### src/rtl/vx_smem_rsp_merge.sv
`default_nettype none
// +----------------------------------------------------------------------------+
// | Module  : vx_smem_rsp_merge                                                |
// | Brief   : Merges bank-split shared-memory read partials into one response. |
// |           Optional perf counters: define SMEM_RSP_MERGE_PERF_EN.           |
// | Revision: 1.0                                                              |
// +----------------------------------------------------------------------------+
module vx_smem_rsp_merge #(
  parameter int NUM_REQS         = 4,
  parameter int WORD_SIZE        = 4,
  parameter int CORE_TAG_WIDTH   = 10,
  parameter int CORE_TAG_ID_BITS = 8,
  parameter int REQ_FIFO_SIZE    = 4
`ifdef SMEM_RSP_MERGE_PERF_EN
  , parameter int PERF_CTR_BITS  = 32
`endif
) (
  input  logic                               clk,
  input  logic                               rst_n,
  input  logic                               i_req_valid,
  input  logic [NUM_REQS-1:0]                i_req_tmask,
  input  logic [CORE_TAG_WIDTH-1:0]          i_req_tag,
  output logic                               o_req_ready,
  input  logic                               i_in_valid,
  input  logic [NUM_REQS-1:0]                i_in_tmask,
  input  logic [NUM_REQS*8*WORD_SIZE-1:0]    i_in_data,
  input  logic [CORE_TAG_WIDTH-1:0]          i_in_tag,
  output logic                               o_in_ready,
  output logic                               o_out_valid,
  output logic [NUM_REQS-1:0]                o_out_tmask,
  output logic [NUM_REQS*8*WORD_SIZE-1:0]    o_out_data,
  output logic [CORE_TAG_WIDTH-1:0]          o_out_tag,
  input  logic                               i_out_ready,
`ifdef SMEM_RSP_MERGE_PERF_EN
  output logic [PERF_CTR_BITS-1:0]           o_perf_partials,
  output logic [PERF_CTR_BITS-1:0]           o_perf_merges,
`endif
  output logic                               o_err
);

  localparam int c_WORD_W = 8 * WORD_SIZE;
  localparam int c_DATA_W = NUM_REQS * c_WORD_W;
  localparam int c_PTR_W  = $clog2(REQ_FIFO_SIZE);

  logic [NUM_REQS-1:0]       r_fifo_mask [REQ_FIFO_SIZE];
  logic [CORE_TAG_WIDTH-1:0] r_fifo_tag  [REQ_FIFO_SIZE];
  logic [c_PTR_W:0]          r_wptr, r_rptr;
  logic [NUM_REQS-1:0]       r_acc_mask;
  logic [c_DATA_W-1:0]       r_acc_data;
  logic                      r_out_valid;
  logic [NUM_REQS-1:0]       r_out_tmask;
  logic [c_DATA_W-1:0]       r_out_data;
  logic [CORE_TAG_WIDTH-1:0] r_out_tag;
  logic                      r_err;

  logic                      w_empty, w_full, w_push, w_in_ready, w_in_fire, w_done;
  logic                      w_proto_err;
  logic [NUM_REQS-1:0]       w_head_mask, w_mask_all;
  logic [CORE_TAG_WIDTH-1:0] w_head_tag;
  logic [c_DATA_W-1:0]       w_merged_data;
  logic                      w_unused_tag_hi;

  // Wrap bit distinguishes full from empty when the index bits match.
  assign w_empty     = (r_wptr == r_rptr);
  assign w_full      = (r_wptr[c_PTR_W] != r_rptr[c_PTR_W]) &&
                       (r_wptr[c_PTR_W-1:0] == r_rptr[c_PTR_W-1:0]);
  assign w_push      = i_req_valid && !w_full;
  assign w_head_mask = r_fifo_mask[r_rptr[c_PTR_W-1:0]];
  assign w_head_tag  = r_fifo_tag[r_rptr[c_PTR_W-1:0]];
  assign w_in_ready  = !w_empty && (!r_out_valid || i_out_ready);
  assign w_in_fire   = i_in_valid && w_in_ready;
  assign w_mask_all  = r_acc_mask | i_in_tmask;
  assign w_done      = w_in_fire && (w_mask_all == w_head_mask);

  assign w_proto_err = (i_in_tag[CORE_TAG_ID_BITS-1:0] != w_head_tag[CORE_TAG_ID_BITS-1:0])
                     || (|(i_in_tmask & r_acc_mask))
                     || (|(i_in_tmask & ~w_head_mask))
                     || (i_in_tmask == '0);

  // Upper tag bits are carried through but never compared.
  assign w_unused_tag_hi = ^i_in_tag[CORE_TAG_WIDTH-1:CORE_TAG_ID_BITS];

  always_comb begin
    w_merged_data = r_acc_data;
    for (int l = 0; l < NUM_REQS; l++) begin
      if (i_in_tmask[l] && w_head_mask[l]) begin
        w_merged_data[l*c_WORD_W +: c_WORD_W] = i_in_data[l*c_WORD_W +: c_WORD_W];
      end
    end
  end

  always_ff @(posedge clk or negedge rst_n) begin
    if (!rst_n) begin
      r_wptr <= '0;
      r_rptr <= '0;
      for (int i = 0; i < REQ_FIFO_SIZE; i++) begin
        r_fifo_mask[i] <= '0;
        r_fifo_tag[i]  <= '0;
      end
    end else begin
      if (w_push) begin
        r_fifo_mask[r_wptr[c_PTR_W-1:0]] <= i_req_tmask;
        r_fifo_tag[r_wptr[c_PTR_W-1:0]]  <= i_req_tag;
        r_wptr <= r_wptr + 1'b1;
      end
      if (w_done) begin
        r_rptr <= r_rptr + 1'b1;
      end
    end
  end

  always_ff @(posedge clk or negedge rst_n) begin
    if (!rst_n) begin
      r_acc_mask  <= '0;
      r_acc_data  <= '0;
      r_out_valid <= 1'b0;
      r_out_tmask <= '0;
      r_out_data  <= '0;
      r_out_tag   <= '0;
      r_err       <= 1'b0;
    end else begin
      if (w_done) begin
        r_acc_mask  <= '0;
        r_acc_data  <= '0;
        r_out_valid <= 1'b1;
        r_out_tmask <= w_head_mask;
        r_out_data  <= w_merged_data;
        r_out_tag   <= w_head_tag;
      end else begin
        if (w_in_fire) begin
          r_acc_mask <= w_mask_all;
          r_acc_data <= w_merged_data;
        end
        if (r_out_valid && i_out_ready) begin
          r_out_valid <= 1'b0;
        end
      end
      if (w_in_fire && w_proto_err) begin
        r_err <= 1'b1;
      end
    end
  end

`ifdef SMEM_RSP_MERGE_PERF_EN
  logic [PERF_CTR_BITS-1:0] r_perf_partials, r_perf_merges;

  always_ff @(posedge clk or negedge rst_n) begin
    if (!rst_n) begin
      r_perf_partials <= '0;
      r_perf_merges   <= '0;
    end else begin
      if (w_in_fire) begin
        r_perf_partials <= r_perf_partials + 1'b1;
      end
      // A non-empty accumulator at completion means earlier partials existed.
      if (w_done && (r_acc_mask != '0)) begin
        r_perf_merges <= r_perf_merges + 1'b1;
      end
    end
  end

  assign o_perf_partials = r_perf_partials;
  assign o_perf_merges   = r_perf_merges;
`endif

  assign o_req_ready = !w_full;
  assign o_in_ready  = w_in_ready;
  assign o_out_valid = r_out_valid;
  assign o_out_tmask = r_out_tmask;
  assign o_out_data  = r_out_data;
  assign o_out_tag   = r_out_tag;
  assign o_err       = r_err;

endmodule
`default_nettype wire
### config.mk
export PLATFORM = sky130hd
export DESIGN_NAME = vx_smem_rsp_merge
export DESIGN_NICKNAME = d
export VERILOG_FILES = /design/src/rtl/vx_smem_rsp_merge.sv
export SDC_FILE = /design/constraint.sdc
export NUM_CORES = 1
export LEC_CHECK = 0
export CAP_MARGIN = 0
export CORE_MARGIN = 3
export CORE_UTILIZATION = 25
export DETAILED_ROUTE_END_ITERATION = 8
export GPL_TIMING_DRIVEN = 0
export PLACE_DENSITY = 0.42
export SETUP_SLACK_MARGIN = 0.15
export SLEW_MARGIN = 20
export SYNTH_ARGS = -nofsm -noshare
export SYNTH_HDL_FRONTEND = slang
export SYNTH_SLANG_ARGS = --single-unit
### constraint.sdc
create_clock -name clk -period 6.4 [get_ports clk]
set_clock_uncertainty 0.05 [all_clocks]
set_input_delay 0.64 -clock clk [delete_from_list [all_inputs] [get_ports clk]]
set_output_delay 0.64 -clock clk [all_outputs]
set_load 0.05 [all_outputs]
### Word level (Yosys, flattened, before mapping)

Index checks and enable logic that the tools add are counted.

| word-level totals | value |
|---|---|
| input bits | 161 |
| latch bits | 0 |
| output and inout port bits | 146 |
| bits in read-only memories | 0 |
| memories kept | 0 |
| RAM bits | 0 |
| bits in registers | 338 |

| cells by class | value |
|---|---|
| shift operators | 0 |
| div/mod/pow operators | 0 |
| multiply operators | 0 |
| magnitude comparators | 3 |
| equality and inequality tests | 5 |
| reduce and logical (&&, ||, !) cells | 24 |
| $add $sub $neg | 2 |
| bitwise logic cells | 6 |
| muxes and demuxes | 22 |

Operators with widths:

| operator | number |
|---|---|
| 128-bit 2-to-1 mux | 2 |
| 32-bit 2-to-1 mux | 4 |
| 40-bit bitwise mux | 1 |
| 10-bit 2-to-1 mux | 3 |
| 10-bit binary-select mux with 2-bit select | 1 |
| 10-bit demux with 2-bit select | 1 |
| 4-bit 2-to-1 mux | 5 |
| 16-bit bitwise mux | 1 |
| 1-bit logical AND | 12 |
| 4-bit bitwise AND | 2 |
| 4-bit binary-select mux with 2-bit select | 1 |
| 4-bit demux with 2-bit select | 1 |
| 8-bit inequality test | 1 |
| 4-bit OR reduction | 2 |
| 3-bit by 1-bit adder with 3-bit output, second input constant | 2 |
| 3-bit >= comparator, second input constant | 2 |
| 2-bit NOT with 3-bit output | 2 |
| 4-bit == test | 1 |
| 4-bit zero test | 1 |
| 1-bit logical OR | 4 |
| 4-bit NOT | 1 |
| 4-bit bitwise OR | 1 |
| 2-bit nonzero test | 2 |
| 3-bit == test | 1 |
| 5 further kinds | 8 |

### Longest topological paths before layout

| depth | value |
|---|---|
| depth after elaboration | 10 |
| mapped depth | 11 |
| mapped depth without buffers | 5 |

### Worst setup path before layout

OpenSTA, ideal clock, no wires.

| timing | value |
|---|---|
| kind | register to register |
| start | register r_rptr[1] |
| end | register r_fifo_mask[0] (netlist name) |
| setup slack | 3.800 ns |
| arrival | 2.425 ns |
| path buffers | 4 |
| setup time | 0.125 ns |
| data required time | 6.225 ns |
| period minus slack after synthesis | 2.600 ns |
| cell stages (with the launch flop) | 10 |
| cell sequence | dfrtp_1 > buf_6 > buf_6 > xor2_1 > or3b_1 > and2_1 > buf_4 > nand2_4 > buf_6 > mux2_2 |

| on the way | value |
|---|---|
| cells in the longest elaborated chain, start to end | 4 |

RTL lines:

| item | line | RTL |
|---|---|---|
| from (decl) | 47 | `logic [c_PTR_W:0] r_wptr, r_rptr;` |
| from (signal assigned) | 107 | `r_rptr <= r_rptr + 1'b1;` |
| 2-bit == test | 66 | `(r_wptr[c_PTR_W-1:0] == r_rptr[c_PTR_W-1:0]);` |
| 1-bit logical AND | 65 | `assign w_full = (r_wptr[c_PTR_W] != r_rptr[c_PTR_W]) &&` |
| 1-bit zero test | -- |  |
| via o_req_ready | 23 | `output logic o_req_ready,` |
| 1-bit logical AND | 67 | `assign w_push = i_req_valid && !w_full;` |
| to (signal, indexed assignment) | 102 | `r_fifo_mask[r_wptr[c_PTR_W-1:0]] <= i_req_tmask;` |
| to (decl) | 45 | `logic [NUM_REQS-1:0] r_fifo_mask [REQ_FIFO_SIZE];` |

The timed path passes the listed nets, and every way through them passes these cells.
A chain may end at the register's enable or synchronous reset.

### Worst setup path in the final report

| timing | value |
|---|---|
| start | register r_rptr[1] |
| end | register r_err, in the netlist o_err |

| on the way | value |
|---|---|
| cells in the longest elaborated chain, start to end | 10 |
| elaborated cells on any way between the ends | 19 |

RTL lines:

| item | line | RTL |
|---|---|---|
| 2-bit NOT with 3-bit output (not written as such) | 68, 69 |  |
| 4-bit binary-select mux with 2-bit select | 68 | `assign w_head_mask = r_fifo_mask[r_rptr[c_PTR_W-1:0]];` |
| 4-bit 2-to-1 mux (not written as such) (2 in series) | 68 |  |
| 4-bit NOT | 77 | `\|\| (\|(i_in_tmask & ~w_head_mask))` |
| 4-bit bitwise AND | 77 |  |
| 4-bit OR reduction | 77 |  |
| 1-bit logical OR | 77 |  |
| 1-bit logical OR | 78 | `\|\| (i_in_tmask == '0);` |
| 1-bit logical AND (*) | 138 | `if (w_in_fire && w_proto_err) begin` |
| to (signal assigned) | 120 | `r_err <= 1'b0;` |
| to (signal assigned) | 139 | `r_err <= 1'b1;` |
| to (decl) | 54 | `logic r_err;` |

Mark *: on every way between the ends. The rest lies on a longest branch, timed or not. The select of a mux whose other input is x is not followed.

==> impl_results.md <==
- Sum of net half-perimeters after detailed placement: 33400 um
- Number of vias in the routed layout: 10746
- Die ar.: 65800 um2
- Number of sinks driven by the clock tree: 338
- Timing-limited maximum frequency: 297 MHz
- Max stage delay cell, worst path: a2111oi_0
- Average detailed-routed wire length per instance: 19.1 um
- Leftover overflow at the end of global routing: 0
- Site Rows: 91
- Final Hold Violating Endpoints: 0
- Synthesized instance count: 1254
- Cell family with most CP delay: buffers and inverters
- Area leader, netlist: dfrtp_1
- Count of max-cap constraint violations: 0
- Final Net Count: 1771
- CP max FO: 10
- Setup_tns: 0 ns
- Pin count of the biggest net entering global routing: 91
- Warnings, synthesis: 0
- Library cell used as clock root buffer: clkbuf_16
- Number of antenna violations at the first check in global routing: 3
- Overall track demand over capacity in global routing: 14.3%
- Pleak: 9.18 nW
- Fill cell instance count of the final layout: 6237
- CTS clock-pin slew for the worst setup and hold paths: 0.06 ns
- Post-route cell area: 21300 um2
- Core area: 61900 um2
- Critical Path Most Common Cell: buf_6
- Initial Util: 25.3%
- Number of gates resized after cts: 0
- Number of buffers and inverters on the critical path: 3
- Crit path required time: 6.75 ns
- Count of pins on the block boundary: 307
- Final WS setup: 3.03 ns
- Worst-case setup slack after placement: 2.90 ns
- Worst-Margin Slew: 0.778 ns
- Chip height: 257 um
- Finish-stage setup viols: 0
- Number of buffers created by CTS: 42
- Critical path's largest stage delay: 0.67 ns
- Hold/Removal Path Class: in -> async
- DRC violations left: 0
- Post-CTS Setup Bufs: 0
- Vias in the first global route: 11463
- Wire length of the first global-routing pass: 73000 um
- Worst-case headroom to the max-slew limit: 48.1%
- Sequential cell area: 8460 um2
- Register bit count reported by yosys: 338
- Routed Wire Length: 47200 um
- CTS H-tree lvls: 2
- Post-Place Cell Area: 19900 um2
- Worst setup path class: reg -> reg
- Final critical delay including setup and external delays: 3.37 ns
- Number of iterations in the first detailed-routing pass: 4
- Syn_nets: 1420
- CTS tree: built
- Number of buffers inserted for hold repair after clock tree synthesis: 1
- DRC marker count from the first detailed-route iteration: 436
- Crit path capture type: flop
- Commonest cells in the netlist: dfrtp_1 (338), nand2_1 (261), mux2_2 (245)
- Top cells by area in the synthesized netlist: dfrtp_1 (54%), mux2_2 (18%), mux2_4 (7.9%)
- Leading cell type by number of instances after synthesis: dfrtp_1
- Post-synth EDFFs: 0
- Number of buffers on the longest clock path: 3
- Critical path arrival: 3.72 ns
- Multi-input logic area: 6690 um2
- Maximum vdd drop: 287 uV
- Die boundary width: 257 um
- Post-synthesis sequential area ratio: 53.9%
- Status: finished, final reports clean
- Number of pins exceeding their max-slew limit in the final report: 0
- Share of flip-flops with an asynchronous set or reset after synthesis: 100%
- Number of distinct library cells after synthesis: 44
- Syn Std Cell Area: 15700 um2
- Type of origin of the critical path: flop
- Fraction of layout cells with a size suffix above 1: 28.6%
- Post-Syn Area per Cell: 12.5 um2
- Clock insertion delay at the later pin of the skew report: 0.56 ns
- Area Overhead vs Synth: 35.6%
- Setup repair after global routing missed its margin: false
- Final critical-path share of the clock period: 52.6%
- Share of Yosys cell area claimed by the top area cell type: 53.9%
- Via/cell ratio: 4.34
- Number of port buffers: 301
- Main synth FF type: dfrtp_1
- Cell Chain, Critical Path: buf_6 > buf_6 > clkbuf_1 > mux4_2 > xnor2_1 > nand4_1 > a2111oi_0 > a21oi_1
- P per Cell Area: 569 nW/um2
- Routability Congestion: 0.712
- DRT antenna net count: 0
cell usage in the layout (no fill, tap or decap), types with 5 or more instances in the layout:
cell type	count
a21oi_1	133
buf_2	21
buf_4	10
buf_6	24
clkbuf_1	42
clkbuf_16	43
clkbuf_8	6
clkdlybuf4s50_1	300
clkinv_2	7
dfrtp_1	338
ha_1	5
mux2_2	245
mux2_4	83
mux2i_1	9
mux4_2	13
nand2_1	261
nor2_1	12
nor3_1	6
xnor2_1	8
xor2_1	11
layer usage:
metal	share of wire [%]	vias up	global-route usage [%]	wire, um
met5	0.036	-	0	17
met4	1.9	2	3.89	901
met3	3.8	56	2.62	1810
met2	49	177	23.8	23200
met1	45	5447	19.0	21300
li1	-	5064	-	-
where the power goes:
group          total [mW]  internal, mW  switching [mW]
clock network        2.42          1.47           0.956
registers            3.63          3.10           0.524
logic                6.06          2.70            3.36
state kept, by name, indices dropped and copies added, names as in the netlist, 3 cells and up:
| register | flops |
|---|---|
| r_acc_mask | 4 |
| r_acc_data | 128 |
| o_out_tmask | 4 |
| o_out_tag | 10 |
| r_fifo_mask | 16 |
| o_out_data | 128 |
| r_rptr | 3 |
| r_wptr | 3 |
| r_fifo_tag | 40 |
cell families after synthesis:
group / count (synthesis) / share of synthesized area [%]
adders and majority gates: 5 / 0.398
AOI/OAI and AO/OA: 152 / 5.15
buffers and inverters: 86 / 3.59
muxes: 352 / 28.1
and+or+nand+nor: 302 / 7.83
DFF: 338 / 53.9
xor gates and xnor gates: 19 / 1.06
worst paths after layout:
path | depth (start not counted) | from | end | slack [ns]
worst max-delay path | 8 | r_rptr[1] | o_err | 3.03
worst min-delay path | 2 | rst_n | r_fifo_tag[31] | 0.42
worst max register to register | 8 | r_rptr[1] | o_err | 3.03
worst min register to register | 1 | r_wptr[2] | r_wptr[2] | 0.44
max in group asynchronous | 4 | rst_n | r_acc_data[58] | 4.71
min in group clk | 1 | r_wptr[2] | r_wptr[2] | 0.44
layout make-up:
cell class	count	share of cell area, %
clock buffer	63	5.69
antenna	4	0.0470
sequential	338	39.7
buffer	82	2.57
multi-input combinational	830	31.4
inverter	4	0.0705
timing repair buffer	307	14.8
clock inverter	13	0.811
tap	837	4.92
metrics by stage:
step	util, %	instances	hold slack [ns]	total power, mW
finish	34.4	2478	0.424	12.1
global placement	31.9	2392	0.432	9.76
detailed placement	32.1	2397	0.404	9.83
CTS	34.4	2474	0.385	12.3
global route	34.4	2475	0.404	12.9
floorplan	-	1254	0.294	7.87
Power figures use the tool's default switching activity.
